$ cat src/rtl/mbist_pkg.sv
// Shared types and defaults for the March LR BIST controller and its verify sweep.
package mbist_pkg;

    typedef enum logic [1:0] {
        ST_IDLE   = 2'd0,
        ST_RUN    = 2'd1,
        ST_VERIFY = 2'd2,
        ST_DONE   = 2'd3
    } state_e;

    localparam int AW_DEF      = 8;
    localparam int DW_DEF      = 4;
    localparam int RD_LAT_DEF  = 1;
    localparam int TIMEOUT_DEF = 16000;

    // Background the March LR engine leaves in the array when it finishes.
    localparam logic [DW_DEF-1:0] EXPECT_DEF = '0;

endpackage

$ cat src/rtl/mbist_verify_sweep.sv
// Read-back sweep: walks every address, aligns returned data through an RD_LAT-deep
// valid/address pipe and records the mismatch count and first failing address.
module mbist_verify_sweep
    import mbist_pkg::*;
#(
    parameter int             AW     = AW_DEF,
    parameter int             DW     = DW_DEF,
    parameter int             RD_LAT = RD_LAT_DEF,
    parameter logic [DW-1:0]  EXPECT = DW'(EXPECT_DEF)
) (
    input  logic          clk,
    input  logic          rst_n,
    input  logic          active_i,
    input  logic          clear_i,
    input  logic [DW-1:0] rdata_i,
    output logic [AW-1:0] addr_o,
    output logic          sweep_done_o,
    output logic [AW:0]   fail_cnt_o,
    output logic [AW-1:0] fail_addr_o,
    output logic          fail_any_o
);

    localparam int            CW   = AW + 2;
    localparam logic [CW-1:0] NUM  = CW'(2**AW);
    localparam logic [CW-1:0] LAST = CW'(2**AW + RD_LAT - 1);

    logic [CW-1:0]              cyc_q, cyc_d;
    logic [RD_LAT-1:0]          vld_q, vld_d;
    logic [RD_LAT-1:0][AW-1:0]  paddr_q, paddr_d;
    logic [AW:0]                cnt_q, cnt_d;
    logic [AW-1:0]              faddr_q, faddr_d;
    logic                       issue;
    logic                       mism;

    assign issue        = active_i && (cyc_q < NUM);
    assign sweep_done_o = active_i && (cyc_q == LAST);
    assign addr_o       = cyc_q[AW-1:0];
    assign mism         = vld_q[RD_LAT-1] && (rdata_i != EXPECT);

    always_comb begin
        cyc_d      = (active_i && !sweep_done_o) ? cyc_q + CW'(1) : '0;
        vld_d      = '0;
        paddr_d    = '0;
        vld_d[0]   = issue;
        paddr_d[0] = cyc_q[AW-1:0];
        for (int i = 1; i < RD_LAT; i++) begin
            vld_d[i]   = vld_q[i-1];
            paddr_d[i] = paddr_q[i-1];
        end
    end

    // Only the first mismatch latches its address; later ones just count.
    always_comb begin
        cnt_d   = cnt_q;
        faddr_d = faddr_q;
        if (clear_i) begin
            cnt_d   = '0;
            faddr_d = '0;
        end else if (mism) begin
            cnt_d = cnt_q + (AW+1)'(1);
            if (cnt_q == '0) begin
                faddr_d = paddr_q[RD_LAT-1];
            end
        end
    end

    always_ff @(posedge clk or negedge rst_n) begin
        if (!rst_n) begin
            cyc_q   <= '0;
            vld_q   <= '0;
            paddr_q <= '0;
            cnt_q   <= '0;
            faddr_q <= '0;
        end else begin
            cyc_q   <= cyc_d;
            vld_q   <= vld_d;
            paddr_q <= paddr_d;
            cnt_q   <= cnt_d;
            faddr_q <= faddr_d;
        end
    end

    assign fail_cnt_o  = cnt_q;
    assign fail_addr_o = faddr_q;
    assign fail_any_o  = (cnt_q != '0) || mism;

endmodule

$ cat src/rtl/mbist_ctrl.sv
// BIST controller: arbitrates the SRAM port between the functional requester and the
// March LR engine, bounds the engine run with a timeout and reports the sweep result.
module mbist_ctrl
    import mbist_pkg::*;
#(
    parameter int            AW      = AW_DEF,
    parameter int            DW      = DW_DEF,
    parameter int            RD_LAT  = RD_LAT_DEF,
    parameter int            TIMEOUT = TIMEOUT_DEF,
    parameter logic [DW-1:0] EXPECT  = DW'(EXPECT_DEF)
) (
    input  logic          clk,
    input  logic          rst_n,
    input  logic          bist_start,
    output logic          bist_busy,
    output logic          bist_done,
    output logic          bist_pass,
    output logic          bist_timeout,
    output logic [AW-1:0] fail_addr,
    output logic [AW:0]   fail_cnt,
    input  logic          fn_req,
    input  logic          fn_we,
    input  logic [AW-1:0] fn_addr,
    input  logic [DW-1:0] fn_wdata,
    output logic          fn_gnt,
    output logic [DW-1:0] fn_rdata,
    output logic          eng_en,
    input  logic [AW-1:0] eng_addr,
    input  logic [DW-1:0] eng_wdata,
    input  logic          eng_we,
    input  logic          eng_done,
    output logic [DW-1:0] eng_rdata,
    output logic [AW-1:0] mem_addr,
    output logic [DW-1:0] mem_wdata,
    output logic          mem_we,
    input  logic [DW-1:0] mem_rdata
);

    localparam int TW = $clog2(TIMEOUT + 1);

    state_e         state_q, state_d;
    logic [TW-1:0]  tcnt_q, tcnt_d;
    logic           pass_q, pass_d;
    logic           to_q, to_d;
    logic           start_acc;
    logic           timeout_hit;
    logic [AW-1:0]  sweep_addr;
    logic           sweep_done;
    logic           fail_any;

    assign start_acc   = (state_q == ST_IDLE) && bist_start;
    assign timeout_hit = (state_q == ST_RUN) && !eng_done && (tcnt_q == TW'(TIMEOUT - 1));

    mbist_verify_sweep #(
        .AW     (AW),
        .DW     (DW),
        .RD_LAT (RD_LAT),
        .EXPECT (EXPECT)
    ) u_sweep (
        .clk          (clk),
        .rst_n        (rst_n),
        .active_i     (state_q == ST_VERIFY),
        .clear_i      (start_acc),
        .rdata_i      (mem_rdata),
        .addr_o       (sweep_addr),
        .sweep_done_o (sweep_done),
        .fail_cnt_o   (fail_cnt),
        .fail_addr_o  (fail_addr),
        .fail_any_o   (fail_any)
    );

    always_ff @(posedge clk or negedge rst_n) begin
        if (!rst_n) begin
            state_q <= ST_IDLE;
            tcnt_q  <= '0;
            pass_q  <= 1'b0;
            to_q    <= 1'b0;
        end else begin
            state_q <= state_d;
            tcnt_q  <= tcnt_d;
            pass_q  <= pass_d;
            to_q    <= to_d;
        end
    end

    // eng_done beats a timeout landing in the same cycle.
    always_comb begin
        state_d = state_q;
        unique case (state_q)
            ST_IDLE:   if (bist_start) state_d = ST_RUN;
            ST_RUN:    if (eng_done) state_d = ST_VERIFY;
                       else if (timeout_hit) state_d = ST_DONE;
            ST_VERIFY: if (sweep_done) state_d = ST_DONE;
            ST_DONE:   state_d = ST_IDLE;
            default:   state_d = ST_IDLE;
        endcase
    end

    // Results are settled on the edge into DONE so they are valid with bist_done.
    always_comb begin
        tcnt_d = (state_q == ST_RUN) ? tcnt_q + TW'(1) : '0;
        pass_d = pass_q;
        to_d   = to_q;
        if (start_acc) begin
            pass_d = 1'b0;
            to_d   = 1'b0;
        end else if (timeout_hit) begin
            to_d = 1'b1;
        end else if ((state_q == ST_VERIFY) && sweep_done) begin
            pass_d = !fail_any && !to_q;
        end
    end

    always_comb begin
        fn_gnt    = 1'b0;
        eng_en    = 1'b0;
        mem_addr  = fn_addr;
        mem_wdata = fn_wdata;
        mem_we    = 1'b0;
        unique case (state_q)
            ST_IDLE: begin
                fn_gnt = fn_req;
                mem_we = fn_req && fn_we;
            end
            ST_RUN: begin
                eng_en    = 1'b1;
                mem_addr  = eng_addr;
                mem_wdata = eng_wdata;
                mem_we    = eng_we;
            end
            ST_VERIFY: begin
                mem_addr  = sweep_addr;
                mem_wdata = EXPECT;
            end
            default: ;
        endcase
    end

    assign bist_busy    = (state_q != ST_IDLE);
    assign bist_done    = (state_q == ST_DONE);
    assign bist_pass    = pass_q;
    assign bist_timeout = to_q;
    assign fn_rdata     = mem_rdata;
    assign eng_rdata    = mem_rdata;

endmodule

$ cat config.mk
export PLATFORM = sky130hd
export DESIGN_NAME = mbist_ctrl
export DESIGN_NICKNAME = d
export VERILOG_FILES = /design/src/rtl/mbist_pkg.sv /design/src/rtl/mbist_verify_sweep.sv /design/src/rtl/mbist_ctrl.sv
export SDC_FILE = /design/constraint.sdc
export NUM_CORES = 1
export LEC_CHECK = 0
export CAP_MARGIN = 40
export CORE_MARGIN = 3
export CORE_UTILIZATION = 45
export DETAILED_ROUTE_END_ITERATION = 10
export PLACE_DENSITY_LB_ADDON = 0.12
export SYNTH_ARGS = -nofsm -noshare
export SYNTH_HDL_FRONTEND = slang
export SYNTH_SLANG_ARGS = --single-unit
$ cat constraint.sdc
create_clock -name clk -period 5.6 [get_ports clk]
set_input_delay 1.12 -clock clk [delete_from_list [all_inputs] [get_ports clk]]
set_output_delay 1.12 -clock clk [all_outputs]
set_load 0.02 [all_outputs]
==> results.toml <==
[cts]
ctsResizeCount = 0
hold_buffers = 0
numCtsBuffers = 5
clkTransAtPathRegs_ns = 0.10
post_cts_buffers = 0
tritoncts_num_sinks = 54
insertion_delay_ns = 0.31
root_buffer = "clkbuf_8"
h-tree-depth = 2
clockBufferDepth = 2
cts_tree = "built"

[drt]
wl_per_cell_um = 13.9
postRouteAntennaNets = 0
firstDrtPassIters = 4
route.detailed.drc = 0
routed-via-count = 2287
routed_wl_mm = 6.01
drt-initial-drc-count = 82
routed_via_density = 5.29

[place]
post-dp-hpwl_mm = 4.44
gp_congestion = 0.755
dpl_cell_area_um2 = 3600
portBuffers = 78

[synthesis]
synth_seq_area_share_pct = 48.3
synth_xor_area_share_pct = 7.51
syn_area_um2 = 2800
synthCells = 285
avgSynthCellArea_um2 = 9.82
synthAdderAreaFrac_pct = 4.02
yosysWarningCount = 0
synth_cell_type_count = 42
ys_ff_latch = 54
muxShareOfSynthArea_pct = 3.62
async_flop_share_pct = 100
ys.flop_type = "dfrtp_1"
syn_nets = 329
synth_top_family_by_area = "simple AND/OR/NAND/NOR gates"
synth_compound_area_share_pct = 9.07
synth-simple-area-share_pct = 21.7
synth_edf_count = 0

[timing]
hold_ws_ns = 0.495
worst_pin_slew_ns = 0.698
fmaxAchievable_mhz = 277
slew_headroom_pct = 53.5
finalHoldViolations = 0
slew_violations = 0
min_period_ns = 3.61
setup_viol = 0
fin_skew_ns = 0.00467
tns_ns = 0
min_period_over_period_pct = 64.5
rsz0062_at_grt = "no"

[worst_setup_path]
arrival_ns = 2.49
critPathLaunchType = "flop"
path_cells = "inv_1, ha_1, nor2_1, a21oi_1, clkdlybuf4s50_1"
r2r-end = "state_q[1]"
path_max_fanout = 25
critPathSlowestCell = "ha_1"
reg2reg_from = "tcnt_q[0]"
worstSetupEndpointType = "primary output"
r2r_cells = 5
slowest_delay_ns = 0.75
worstPathRequired_ns = 4.48
r2r_setup_slack_ns = 3.41
crit_type = "flop to primary output"

[global_routing]
antenna_found_initial = 0
grt_overflow = 0
grt_pass1_wl_mm = 10.3
grt_usage_pct = 17.5
grt_pass1_vias = 2152
grt_max_degree = 55

[floorplanning]
ios = 79
chipWidth_um = 84.9
core_area_um2 = 5960
start_util_pct = 47.0
rows = 28
die_area_um2 = 7200
die_h_um = 84.9

[min_path]
min_to = "u_sweep.fail_addr_o[1]"
min_from = "u_sweep.paddr_q[1]"
holdPathStages = 2
hold_path.class = "flop to flop"

[finish]
nNetsFinal = 400
fin_util_pct = 62.4
design_area_um2 = 3720
drive_gt1_share_pct = 4.20
synthToLayoutAreaGrowth_pct = 32.9
antenna_cells = 0

[run_status]
status = "finished, final reports clean"

[power]
ir_drop_v = 0.000421
leakage_nw = 1.66
total_power_mw = 1.56
power_density_nw_per_um2 = 421

[job]
drv_cap = 0
==> state kept, by name, summed over array words and instances (netlist names) <==
register,flops
u_sweep.fail_cnt_o,9
u_sweep.fail_addr_o,8
bist_timeout,1
tcnt_q,14
bist_pass,1
u_sweep.cyc_q,10
u_sweep.vld_q,1
u_sweep.paddr_q,8
state_q,2
==> metrics by stage <==
stage          setup slack (ns)  instances
2_1_floorplan              2.68        285
3_3_place_gp               2.00        422
3_5_place_dp               2.03        424
4_1_cts                    1.94        432
5_1_grt                    1.78        432
6_report                   1.99        432
==> critical path: cells and delay by family (launching register included) <==
kind | cells | cell delay (ns)
flip-flops | 1 | 0.43
AND/OR/NAND/NOR | 1 | 0.11
buffers and inverters | 2 | 0.73
AO/OA/AOI/OAI | 1 | 0.15
adder cells (fa/ha/maj) | 1 | 0.75
==> synth_stat cells (3+ instances only) <==
master    instances  share of area, %
a21oi_1          11               2.0
a22oi_1           8               2.1
and2_1           14               3.1
buf_4             8               2.1
clkbuf_1          9               1.2
dfrtp_1          54                48
ha_1              9               4.0
inv_1            17               2.3
mux2i_1           9               3.2
nand2_1          15               2.0
nand3_1          18               3.2
nand4_1           7               1.6
nor2_1           35               4.7
nor2b_1           3              0.67
nor3_1            5              0.89
nor4_1            6               1.3
o21ai_1           5              0.89
xnor2_1          16               5.0
xor2_1            8               2.5
==> where the power goes <==
| part | total (mW) | internal [mW] | switching, mW | leakage [nW] |
|---|---|---|---|---|
| logic | 0.816 | 0.363 | 0.453 | 0.857 |
| registers | 0.476 | 0.430 | 0.0457 | 0.743 |
| clock network | 0.272 | 0.136 | 0.136 | 0.0587 |
==> cell type report <==
cell class                 count  area [µm²]
timing repair buffer          81         803
sequential                    54        1350
clock inverter                 3        47.5
clock buffer                   5        68.8
multi-input combinational    196        1290
tap                           75        93.8
inverter                      18        67.6
fill                         534        2240
==> layer usage <==
layer	wire length, µm	track usage [%]	vias up	share of wire, %
met2	2790	28.3	74	46
li1	-	-	1119	-
met1	2690	23.0	1087	45
met5	0	0	-	0
met4	70	4.75	0	1.2
met3	461	5.15	7	7.7
==> how the worst max path moves through the flow <==
stage / from / end / slack (ns)
after floorplan: state_q[1] / mem_addr[2] / 2.68
after global placement: eng_addr[2] / mem_addr[2] / 2.00
after detailed placement: fn_req / mem_we / 2.03
after CTS: state_q[0] / mem_addr[2] / 1.94
after global routing: state_q[0] / mem_wdata[3] / 1.78
final: state_q[0] / mem_addr[2] / 1.99
==> cell usage in the layout (no fill, tap or decap), types with 2 or more instances in the layout <==
| cell | instances |
|---|---|
| clkdlybuf4s50_1 | 77 |
| dfrtp_1 | 54 |
| nor2_1 | 35 |
| nand3_1 | 18 |
| inv_1 | 17 |
| xnor2_1 | 16 |
| nand2_1 | 15 |
| and2_1 | 14 |
| a21oi_1 | 11 |
| mux2i_1 | 9 |
| ha_1 | 9 |
| a22oi_1 | 8 |
| xor2_1 | 8 |
| nand4_1 | 7 |
| nor4_1 | 6 |
| o21ai_1 | 5 |
| nor3_1 | 5 |
| clkbuf_8 | 5 |
| nor2b_1 | 3 |
| and3_1 | 2 |
| a31oi_1 | 2 |
| and4_1 | 2 |
| o21ai_0 | 2 |
| or3_1 | 2 |
| buf_2 | 2 |
==> logic make-up (layout without fill, tap and decap cells) <==
group	after synthesis	after routing
XOR/XNOR	24	24
buffers and inverters	35	107
AND/OR/NAND/NOR	117	117
AO/OA/AOI/OAI	36	36
multiplexers	10	10
adder cells (fa/ha/maj)	9	9
flip-flops	54	54
No activity file was read; power rests on OpenSTA's default activity.
